**src/rtl/rc_req_tracker.sv**
```systemverilog
// Core-to-fabric request tracker: ENTRIES outstanding requests, round-robin issue to the ring,
// tag-matched read responses and broadcast returns, per-entry timeout into ERROR.
module rc_req_tracker #(
   parameter int  ENTRIES     = 4,
   parameter int  ADDR_W      = 32,
   parameter int  DATA_W      = 32,
   parameter int  TIMEOUT_CYC = 1024,
   localparam int TAG_W       = $clog2(ENTRIES)
) (
   input  logic              QClk,
   input  logic              RstQnnnH,
   input  logic              CoreReqValid,
   input  logic [1:0]        CoreReqOpcode,
   input  logic [ADDR_W-1:0] CoreReqAddr,
   input  logic [DATA_W-1:0] CoreReqData,
   output logic              CoreReqReady,
   output logic              RingReqValid,
   output logic [1:0]        RingReqOpcode,
   output logic [ADDR_W-1:0] RingReqAddr,
   output logic [DATA_W-1:0] RingReqData,
   output logic [TAG_W-1:0]  RingReqTag,
   input  logic              RingReqGrant,
   input  logic              RingRspValid,
   input  logic [TAG_W-1:0]  RingRspTag,
   input  logic [DATA_W-1:0] RingRspData,
   input  logic              BcastRetValid,
   input  logic [TAG_W-1:0]  BcastRetTag,
   output logic              CoreRspValid,
   output logic [DATA_W-1:0] CoreRspData,
   input  logic              CoreRspReady,
   input  logic              ErrClr,
   output logic              ErrSticky,
   output logic [TAG_W:0]    FreeCnt
);

   // Opcode encoding shared with the ring: RD=0, WR=1, WR_BCAST=2, RD_RSP=3.
   typedef enum logic [1:0] {
      OP_RD       = 2'd0,
      OP_WR       = 2'd1,
      OP_WR_BCAST = 2'd2,
      OP_RD_RSP   = 2'd3
   } t_opcode;

   typedef enum logic [2:0] {
      ST_FREE              = 3'd0,
      ST_WRITE             = 3'd1,
      ST_READ              = 3'd2,
      ST_READ_PRGRS        = 3'd3,
      ST_READ_RDY          = 3'd4,
      ST_WRITE_BCAST       = 3'd5,
      ST_WRITE_BCAST_PRGRS = 3'd6,
      ST_ERROR             = 3'd7
   } t_state;

   localparam int              TMR_W      = (TIMEOUT_CYC > 1) ? $clog2(TIMEOUT_CYC) : 1;
   localparam int              TMR_LAST_I = (TIMEOUT_CYC > 0) ? (TIMEOUT_CYC - 1) : 0;
   localparam logic [TMR_W-1:0] TMR_LAST  = TMR_LAST_I[TMR_W-1:0];

   t_state            state_q [ENTRIES];
   t_state            state_d [ENTRIES];
   logic [ADDR_W-1:0] addr_q  [ENTRIES];
   logic [ADDR_W-1:0] addr_d  [ENTRIES];
   logic [DATA_W-1:0] data_q  [ENTRIES];
   logic [DATA_W-1:0] data_d  [ENTRIES];
   logic [TMR_W-1:0]  tmr_q   [ENTRIES];
   logic [TMR_W-1:0]  tmr_d   [ENTRIES];
   logic [TAG_W-1:0]  rr_ptr_q, rr_ptr_d;
   logic              err_q, err_d;
   logic [TAG_W:0]    free_cnt_q, free_cnt_d;

   logic              free_any_s, rdy_any_s, iss_any_s, err_new_s;
   logic [TAG_W-1:0]  alloc_idx_s, rdy_idx_s, iss_idx_s, cand_s;

   function automatic logic is_issuable(input t_state s);
      return (s == ST_WRITE) || (s == ST_READ) || (s == ST_WRITE_BCAST);
   endfunction

   function automatic logic is_prgrs(input t_state s);
      return (s == ST_READ_PRGRS) || (s == ST_WRITE_BCAST_PRGRS);
   endfunction

   function automatic logic [1:0] issue_op(input t_state s);
      case (s)
         ST_WRITE:       return OP_WR;
         ST_WRITE_BCAST: return OP_WR_BCAST;
         default:        return OP_RD;
      endcase
   endfunction

   // Lowest-index FREE / READ_RDY entries and the FREE popcount, all from registered state.
   always_comb begin
      free_any_s  = 1'b0;
      alloc_idx_s = '0;
      rdy_any_s   = 1'b0;
      rdy_idx_s   = '0;
      free_cnt_d  = '0;
      for (int i = ENTRIES - 1; i >= 0; i--) begin
         if (state_q[i] == ST_FREE) begin
            free_any_s  = 1'b1;
            alloc_idx_s = TAG_W'(i);
            free_cnt_d  = free_cnt_d + (TAG_W + 1)'(1);
         end else begin
            free_any_s = free_any_s;
         end
         if (state_q[i] == ST_READ_RDY) begin
            rdy_any_s = 1'b1;
            rdy_idx_s = TAG_W'(i);
         end else begin
            rdy_any_s = rdy_any_s;
         end
      end
   end

   // Round-robin issue pick: descending scan so the smallest offset from rr_ptr wins.
   always_comb begin
      iss_any_s = 1'b0;
      iss_idx_s = rr_ptr_q;
      cand_s    = rr_ptr_q;
      for (int i = ENTRIES - 1; i >= 0; i--) begin
         cand_s = rr_ptr_q + TAG_W'(i);
         if (is_issuable(state_q[cand_s])) begin
            iss_any_s = 1'b1;
            iss_idx_s = cand_s;
         end else begin
            iss_any_s = iss_any_s;
         end
      end
   end

   // Output decode from registered state.
   always_comb begin
      CoreReqReady  = free_any_s;
      RingReqValid  = iss_any_s;
      RingReqOpcode = issue_op(state_q[iss_idx_s]);
      RingReqAddr   = addr_q[iss_idx_s];
      RingReqData   = data_q[iss_idx_s];
      RingReqTag    = iss_idx_s;
      CoreRspValid  = rdy_any_s;
      CoreRspData   = data_q[rdy_idx_s];
      ErrSticky     = err_q;
      FreeCnt       = free_cnt_q;
   end

   // Per-entry next state. Each entry sits in exactly one state, so at most one event applies to it.
   always_comb begin
      for (int i = 0; i < ENTRIES; i++) begin
         state_d[i] = state_q[i];
         addr_d[i]  = addr_q[i];
         data_d[i]  = data_q[i];
         tmr_d[i]   = tmr_q[i];
      end
      rr_ptr_d  = rr_ptr_q;
      err_new_s = 1'b0;

      if (CoreReqValid && free_any_s) begin
         case (CoreReqOpcode)
            OP_RD:       state_d[alloc_idx_s] = ST_READ;
            OP_WR:       state_d[alloc_idx_s] = ST_WRITE;
            OP_WR_BCAST: state_d[alloc_idx_s] = ST_WRITE_BCAST;
            default:     err_new_s = 1'b1;
         endcase
         if (CoreReqOpcode != OP_RD_RSP) begin
            addr_d[alloc_idx_s] = CoreReqAddr;
            data_d[alloc_idx_s] = CoreReqData;
         end else begin
            addr_d[alloc_idx_s] = addr_q[alloc_idx_s];
         end
      end else begin
         err_new_s = 1'b0;
      end

      if (RingReqGrant && iss_any_s) begin
         case (state_q[iss_idx_s])
            ST_WRITE:       state_d[iss_idx_s] = ST_FREE;
            ST_READ:        state_d[iss_idx_s] = ST_READ_PRGRS;
            ST_WRITE_BCAST: state_d[iss_idx_s] = ST_WRITE_BCAST_PRGRS;
            default:        state_d[iss_idx_s] = state_q[iss_idx_s];
         endcase
         tmr_d[iss_idx_s] = '0;
         rr_ptr_d         = iss_idx_s + TAG_W'(1);
      end else begin
         rr_ptr_d = rr_ptr_q;
      end

      if (RingRspValid) begin
         if (state_q[RingRspTag] == ST_READ_PRGRS) begin
            state_d[RingRspTag] = ST_READ_RDY;
            data_d[RingRspTag]  = RingRspData;
         end else begin
            err_new_s = 1'b1;
         end
      end else begin
         data_d[RingRspTag] = data_d[RingRspTag];
      end

      if (BcastRetValid) begin
         if (state_q[BcastRetTag] == ST_WRITE_BCAST_PRGRS) begin
            state_d[BcastRetTag] = ST_FREE;
         end else begin
            err_new_s = 1'b1;
         end
      end else begin
         state_d[BcastRetTag] = state_d[BcastRetTag];
      end

      if (rdy_any_s && CoreRspReady) begin
         state_d[rdy_idx_s] = ST_FREE;
      end else begin
         state_d[rdy_idx_s] = state_d[rdy_idx_s];
      end

      // A matching response this cycle leaves state_d moved on, so it beats expiry.
      for (int i = 0; i < ENTRIES; i++) begin
         if (is_prgrs(state_q[i]) && (state_d[i] == state_q[i]) && (TIMEOUT_CYC != 0)) begin
            if (tmr_q[i] == TMR_LAST) begin
               state_d[i] = ST_ERROR;
               err_new_s  = 1'b1;
            end else begin
               tmr_d[i] = tmr_q[i] + TMR_W'(1);
            end
         end else if ((state_q[i] == ST_ERROR) && ErrClr) begin
            state_d[i] = ST_FREE;
         end else begin
            tmr_d[i] = tmr_d[i];
         end
      end

      if (err_new_s) begin
         err_d = 1'b1;
      end else if (ErrClr) begin
         err_d = 1'b0;
      end else begin
         err_d = err_q;
      end
   end

   // State registers with synchronous reset.
   always_ff @(posedge QClk) begin
      if (RstQnnnH) begin
         for (int i = 0; i < ENTRIES; i++) begin
            state_q[i] <= ST_FREE;
            addr_q[i]  <= '0;
            data_q[i]  <= '0;
            tmr_q[i]   <= '0;
         end
         rr_ptr_q   <= '0;
         err_q      <= 1'b0;
         free_cnt_q <= (TAG_W + 1)'(ENTRIES);
      end else begin
         for (int i = 0; i < ENTRIES; i++) begin
            state_q[i] <= state_d[i];
            addr_q[i]  <= addr_d[i];
            data_q[i]  <= data_d[i];
            tmr_q[i]   <= tmr_d[i];
         end
         rr_ptr_q   <= rr_ptr_d;
         err_q      <= err_d;
         free_cnt_q <= free_cnt_d;
      end
   end

endmodule

```
**config.mk**
```make
export PLATFORM = sky130hd
export DESIGN_NAME = rc_req_tracker
export DESIGN_NICKNAME = d
export VERILOG_FILES = /design/src/rtl/rc_req_tracker.sv
export SDC_FILE = /design/constraint.sdc
export NUM_CORES = 1
export LEC_CHECK = 0
export CORE_UTILIZATION = 55
export DETAILED_ROUTE_END_ITERATION = 10
export PLACE_DENSITY = 0.81
export SYNTH_ARGS = -nofsm -noshare
export SYNTH_HDL_FRONTEND = slang
export SYNTH_SLANG_ARGS = --single-unit
```
**constraint.sdc**
```tcl
create_clock -name QClk -period 6.5 [get_ports QClk]
set_input_delay 0.65 -clock QClk [delete_from_list [all_inputs] [get_ports QClk]]
set_output_delay 0.65 -clock QClk [all_outputs]
set_load 0.005 [all_outputs]
```
# Word level (Yosys, flattened, before mapping)

Memories as Yosys holds them, arrays and structs flattened. A register that Yosys moved wholly into a read port is not among the register bits.
Index checks and enable logic that the tools add are counted.

Output and inout port bits: 107
Register bits after elaboration: 6
Memory bits (writable): 308
Word-level logic and storage cells: 289
Memories kept: 4

Add/sub/neg operators: 11
Equal/unequal tests: 44
Reduce and logical (&&, ||, !) cells: 35
Multiplexer cells: 135
Magnitude comparators: 10
Bitwise gates (word level): 47

Memories:

| name    | depth | width | read ports | clocked after memory_dff | wr ports | line | RTL |
|---|---|---|---|---|---|---|---|
| addr_q  | 4     | 32    | 6          | 0                        | 4        | 61   | `logic [ADDR_W-1:0] addr_q [ENTRIES];` |
| data_q  | 4     | 32    | 6          | 0                        | 4        | 63   | `logic [DATA_W-1:0] data_q [ENTRIES];` |
| tmr_q   | 4     | 10    | 4          | 0                        | 4        | 65   | `logic [TMR_W-1:0] tmr_q [ENTRIES];` |
| state_q | 4     | 3     | 11         | 1                        | 4        | 59   | `t_state state_q [ENTRIES];` |

Operators with widths:

| cell                                          | number |
|---|---|
| 2-to-1 mux 128 bit                            | 6 |
| bitwise mux 128 bit                           | 5 |
| 2-to-1 mux 32 bit                             | 12 |
| 2-to-1 mux 10 bit                             | 13 |
| demux 32 bit (select 2 bit)                   | 2 |
| 2-to-1 mux 12 bit                             | 7 |
| 2-to-1 mux 3 bit                              | 28 |
| case mux 12 bit (3 select lines)              | 2 |
| binary-select mux 32 bit (select 2 bit)       | 1 |
| == test 3 bit, second input constant          | 18 |
| adder 10 x 1 -> 10 bit, second input constant | 4 |
| AND 40 bit                                    | 1 |
| == test 10 bit, second input constant         | 4 |
| 2-to-1 mux 40 bit                             | 1 |
| NOT 40 bit                                    | 1 |
| AND 12 bit                                    | 3 |
| bitwise mux 12 bit                            | 3 |
| NOT 12 bit                                    | 3 |
| 2-to-1 mux 1 bit                              | 32 |
| demux 3 bit (select 2 bit)                    | 5 |
| == test 3 x 2 -> 1 bit, second input constant | 10 |
| 2-to-1 mux 2 bit                              | 14 |
| AND 8 bit                                     | 3 |
| NOT 8 bit                                     | 3 |
| other kinds (25)                              | 101 |

# Logic depth before layout (Yosys ltp)

An unclocked memory read counts as a cell.

Depth after elaboration: 41
Gate-level depth with buffers: 21
Mapped depth without buffers: 15

# Worst setup path before layout

OpenSTA, ideal clock, no wires.

Kind: register to register
Start: register rr_ptr_q[1]
End: memory tmr_q[1][2] (netlist name)
Clock period less this slack: 4.542 ns
Path buffers: 5
Slack: 1.958 ns
Data arrival time: 4.484 ns
Setup time: 0.058 ns
Cell stages (with the launch flop): 19
Path through: dfxtp_1 -> clkbuf_1 -> mux4_2 -> nor3b_2 -> nor4_1 -> a2111oi_1 -> o221a_2 -> clkbuf_1 -> clkbuf_1 -> ha_1 -> nand2_1 -> a2111oi_0 -> o21a_1 -> nand4_1 -> or2_1 -> buf_2 -> buf_6 -> a2111oi_2 -> a21o_1

RTL lines:

| item                   | line | RTL |
|---|---|---|
| from (decl)            | 67   | `logic [TAG_W-1:0] rr_ptr_q, rr_ptr_d;` |
| from (signal assigned) | 256  | `rr_ptr_q <= rr_ptr_d;` |
| to (decl)              | 65   |  |

# Worst setup path after layout

Start: register rr_ptr_q[0]
End: output RingReqAddr[11]

Word-level cells in the longest chain between the ends: 10

RTL lines:

| item                                                                    | line | RTL |
|---|---|---|
| adder 2 bit                                                             | 120  | `cand_s = rr_ptr_q + TAG_W'(i);` |
| memory read (4 x 3 bit)                                                 | -    |  |
| == test 3 x 1 -> 1 bit / == test 3 x 2 -> 1 bit (equally long branches) | 75   | `return (s == ST_WRITE) \|\| (s == ST_READ) \|\| (s == ST_WRITE_BCAST);` |
| logical OR 1 bit (2 in a row)                                           | 75   |  |
| 2-to-1 mux 2 bit (3 in a row)                                           | 121  | `if (is_issuable(state_q[cand_s])) begin` |
| 2-to-1 mux 2 bit (*)                                                    | 121  |  |
| memory read (4 x 32 bit) (*)                                            | -    |  |
| to (decl)                                                               | 19   | `output logic [ADDR_W-1:0] RingReqAddr,` |

Every way passes the cells marked *; elsewhere a longest branch is shown, timed or not.

==> results summary <==
The register-to-register setup slack is 1.18 ns. After synthesis the cells add up to 18,900 um2. The startpoint identified for the worst register-to-register timing path is rr_ptr_q[0]$_SDFFE_PP0P_. The DRC violation total after the first TritonRoute iteration is 2,544. The later-pin clock latency in the skew report came out at 0.55 ns. The worst path uses 87.9% of the clock period. The filler-free cell count of the finished design is 2,992. The aggregate global-route resource usage came out at 35.8%. Entering global routing, the biggest net connects 108 pins. Setup repair after global routing left no endpoint under its margin. The core outline area came out at 33,600 um2.

The number of flip-flops and latches in the synthesized netlist came out at 316. By startpoint and endpoint, the worst setup path is classified as reg2out. The cell depth of the worst hold path came out at 2. The count of flip-flops with a built-in enable after synthesis came out at 0. The post-synthesis sequential area ratio came out at 33.5%. The count of instances resized after the clock tree is built came out at 0.

The leakage power is 0.00852 uW. The count of vias placed by the detailed router is 20,600. TritonCTS built the clock tree. Setup violations remaining at the end of the flow were counted as 0.

The worst register-to-register path ends at tmr_q[0][7]$_SDFF_PP0_. The overall die height came out at 187 um. Ranked by total cell area, the synthesized netlist is headed by sky130_fd_sc_hd__dfxtp_1 34%, sky130_fd_sc_hd__nand2_1 8.3%, sky130_fd_sc_hd__mux2i_1 7.5%. For this design the ratio of total power to cell area is 610 nW/um2. The synthesized netlist net count came out at 2,576. The path with the worst hold slack has its endpoint at tmr_q[3][0]$_SDFF_PP0_. The cell count after synthesis came out at 2,453. The longest individual stage delay on the worst path is 0.89 ns. The number of antenna violations at the first check in global routing came out at 5. For this design, the slowest cell found on the critical path is sky130_fd_sc_hd__buf_4.

For the pin with the worst max-slew slack, the measured transition is 1.22 ns. The number of setup buffers added after CTS came out at 0. The wire length after detailed routing is 65.6 mm. The maximum root-to-sink buffer count is 3. The number of global-route vias before repair came out at 19,900. The number of standard-cell rows in the floorplan came out at 67. The overflow left after global routing is 0. The mean instance size in the synthesized netlist came out at 7.69 um2. Adding up every negative setup slack in the final design gives 0 ns. The worst-case IR drop observed on VDD is 484 uV.

The clock skew after layout came out at 0.0261 ns. The number of buffer cells added on primary ports came out at 216. The layout overhead on the synthesized area is 18.6%. The worst setup slack before clock tree synthesis is 1.31 ns.

In this run the cell area measured after placement is 21,100 um2. Walking the worst path, the cells encountered are mux4_2 > nor3b_2 > a211o_1 > nand2_1 > nand2_4 > buf_4 > nand2_1 > and3_1 > a31oi_1 > clkdlybuf4s50_1. The filler cell count in the final layout came out at 2,713.

Counting flops with an async set or reset pin after synthesis yields a share of 0%. Grouping stages by cell kind, the critical path spends the most delay in buffers and inverters. The final design area excluding fillers came out at 22,400 um2. After detailed routing, the average wire length per cell comes to 21.9 um.

After layout, the minimum clock period comes to 5.72 ns. The number of maximum-capacitance violations came out at 0. The initial utilization of the core area, before any placement, comes to 56.1%. Data on the critical path arrives at its endpoint at 5.07 ns.

The most used flip-flop cell after synthesis is sky130_fd_sc_hd__dfxtp_1. The clock transition at the registers of the reported paths is 0.06 ns. The wire length of the first global-routing pass came out at 103 mm. STA classifies the critical path startpoint as a register.

In this run the tightest slew margin relative to its limit is 18.9%. The final worst-path setup slack came out at 0.785 ns. In this run the horizontal extent of the chip is 187 um.

The number of buffers inserted by hold repair at cts is 0. The final number of hold-violating endpoints came to 0. Together, buffers and inverters on the worst path number 2. The CTS buffer count is 37.

The final max-slew violation count is 0. Among the stages of the critical path, the cell type that occurs most often is sky130_fd_sc_hd__nand2_1. The wire-length estimate of the detail-placed layout is 37.7 mm.

The biggest area contributor in the post-synthesis netlist is sky130_fd_sc_hd__dfxtp_1. The share of the synthesized area in the top cell type is 33.5%. The number of sinks on the clock net is 316. The final layout net count came out at 2,637. The maximum fanout along the worst path came out at 86. The hold path startpoint is tmr_q[3][0]$_SDFF_PP0_. The H-tree depth came out at 2.

In this run the worst hold path is classified as reg2reg. The number of different library cells in the post-synthesis netlist is 87. The run finished with clean final reports. Routability-driven placement finished with a final weighted congestion of 0.956. Clock tree synthesis selected as its root buffer the cell sky130_fd_sc_hd__clkbuf_16. The cell count of the worst reg-to-reg path is 15. STA classifies the critical path endpoint as an output pin.

The highest clock frequency the design can meet is 175 MHz. The area enclosed by the die boundary came out at 35,000 um2. Counting tap cells, the placed design contains a total of 2,923 instances. The detailed-route vias per instance came out at 6.87. The DRC violation count after routing is 0. The post-route netlist has 6.30% of its cells at a drive strength greater than 1. The count of nets left with antenna violations after detail routing came out at 0.

The iteration count of the initial detailed-routing pass is 6. The required arrival time at the worst endpoint is 5.85 ns. The Yosys step of the flow raised 0 warnings. 217 I/O pins were placed.
==> tightest hold or removal path: cells and delay by family, from the launching register on <==
family           cells  cell delay [ns]
AO/OA/AOI/OAI        1             0.05
AND/OR/NAND/NOR      1             0.06
flip-flops           1             0.33
==> routing by layer <==
| metal | global-route usage (%) | up-vias | share of wire [%] |
|---|---|---|---|
| met5 | 0 | - | 0.041 |
| met4 | 18.6 | 4 | 3.9 |
| met3 | 9.08 | 228 | 13 |
| met2 | 56.7 | 1454 | 45 |
| met1 | 44.7 | 9651 | 38 |
| li1 | - | 9215 | - |
==> worst max-delay path by stage <==
stage | from | end | slack [ns] | cells past startpoint
6_report | rr_ptr_q[0]$_SDFFE_PP0P_ | RingReqAddr[11] | 0.78 | 10
5_1_grt | rr_ptr_q[0]$_SDFFE_PP0P_ | RingReqAddr[18] | 0.53 | 10
4_1_cts | rr_ptr_q[0]$_SDFFE_PP0P_ | RingReqAddr[18] | 0.88 | 10
3_5_place_dp | rr_ptr_q[0]$_SDFFE_PP0P_ | tmr_q[0][2]$_SDFF_PP0_ | 1.31 | 15
3_3_place_gp | rr_ptr_q[0]$_SDFFE_PP0P_ | tmr_q[3][2]$_SDFF_PP0_ | 1.47 | 14
2_1_floorplan | rr_ptr_q[1]$_SDFFE_PP0P_ | tmr_q[1][2]$_SDFF_PP0_ | 1.96 | 18
==> state kept, by name, indices dropped and copies added (netlist names), named ones only <==
| name | cells |
|---|---|
| FreeCnt | 3 |
| state_q | 12 |
| addr_q | 128 |
| rr_ptr_q | 2 |
| data_q | 128 |
| ErrSticky | 1 |
| tmr_q | 40 |
==> stage by stage <==
stage	power (uW)	hold WS [ns]	util (%)
after detailed placement	11200	0.481	62.8
after floorplan	7330	0.456	-
final	13600	0.494	66.5
after CTS	13400	0.490	66.5
after global routing	14200	0.528	66.5
after global placement	11000	0.478	62.8
==> cell families (layout without fill, tap and decap cells) <==
group	after synthesis	count (layout)	share of synthesized area [%]
AND/OR/NAND/NOR	1012	1012	23.8
AO/OA/AOI/OAI	703	703	27.9
flip-flops	316	316	33.5
buffers and inverters	251	339	5.11
multiplexers	150	150	8.44
adder cells (fa/ha/maj)	13	13	0.862
XOR/XNOR	8	8	0.371
other	0	3	0
==> Yosys cell counts (16+ instances only) <==
master                     number
sky130_fd_sc_hd__a211oi_1     133
sky130_fd_sc_hd__a21oi_1       50
sky130_fd_sc_hd__a221o_1       33
sky130_fd_sc_hd__a221oi_1     128
sky130_fd_sc_hd__a222oi_1      32
sky130_fd_sc_hd__a22o_1        34
sky130_fd_sc_hd__a31oi_1       74
sky130_fd_sc_hd__and2_1        22
sky130_fd_sc_hd__and3_1        82
sky130_fd_sc_hd__clkbuf_1     210
sky130_fd_sc_hd__dfxtp_1      316
sky130_fd_sc_hd__inv_1         18
sky130_fd_sc_hd__mux2i_1      141
sky130_fd_sc_hd__nand2_1      415
sky130_fd_sc_hd__nand3_1       45
sky130_fd_sc_hd__nor2_1       307
sky130_fd_sc_hd__nor2b_1       16
sky130_fd_sc_hd__nor3_1        46
sky130_fd_sc_hd__o21ai_0      123
==> placed cells by master, fill, tap and decap left out, types with 21 or more instances in the layout <==
cell type                         instances
sky130_fd_sc_hd__clkdlybuf4s50_1        215
sky130_fd_sc_hd__a221oi_1               128
sky130_fd_sc_hd__a31oi_1                 74
sky130_fd_sc_hd__and3_1                  80
sky130_fd_sc_hd__a211oi_1               133
sky130_fd_sc_hd__a221o_1                 33
sky130_fd_sc_hd__nor3_1                  44
sky130_fd_sc_hd__buf_4                   35
sky130_fd_sc_hd__nor2_1                 307
sky130_fd_sc_hd__and2_1                  21
sky130_fd_sc_hd__a21oi_1                 48
sky130_fd_sc_hd__a222oi_1                32
sky130_fd_sc_hd__nand2_1                412
sky130_fd_sc_hd__a22o_1                  34
sky130_fd_sc_hd__nand3_1                 44
sky130_fd_sc_hd__mux2i_1                141
sky130_fd_sc_hd__clkbuf_16               39
sky130_fd_sc_hd__dfxtp_1                316
sky130_fd_sc_hd__o21ai_0                123
==> final cells by class <==
cell class | instances | area, um2 | area share, %
repair buffers | 252 | 2450 | 10.9
flip-flops and latches | 316 | 6330 | 28.3
multi-input cells | 1886 | 11700 | 52.2
inverters | 21 | 82.6 | 0.369
clock buffers | 54 | 1140 | 5.11
clock inverters | 12 | 123 | 0.548
diodes | 3 | 7.51 | 0.0336
well taps | 448 | 561 | 2.51
==> where the power goes <==
group / switching [uW] / total, uW / internal, uW
Combinational: 5210 / 8850 / 3640
Sequential: 349 / 2610 / 2260
Clock: 873 / 2170 / 1300
(Power assumes the default switching activity.)
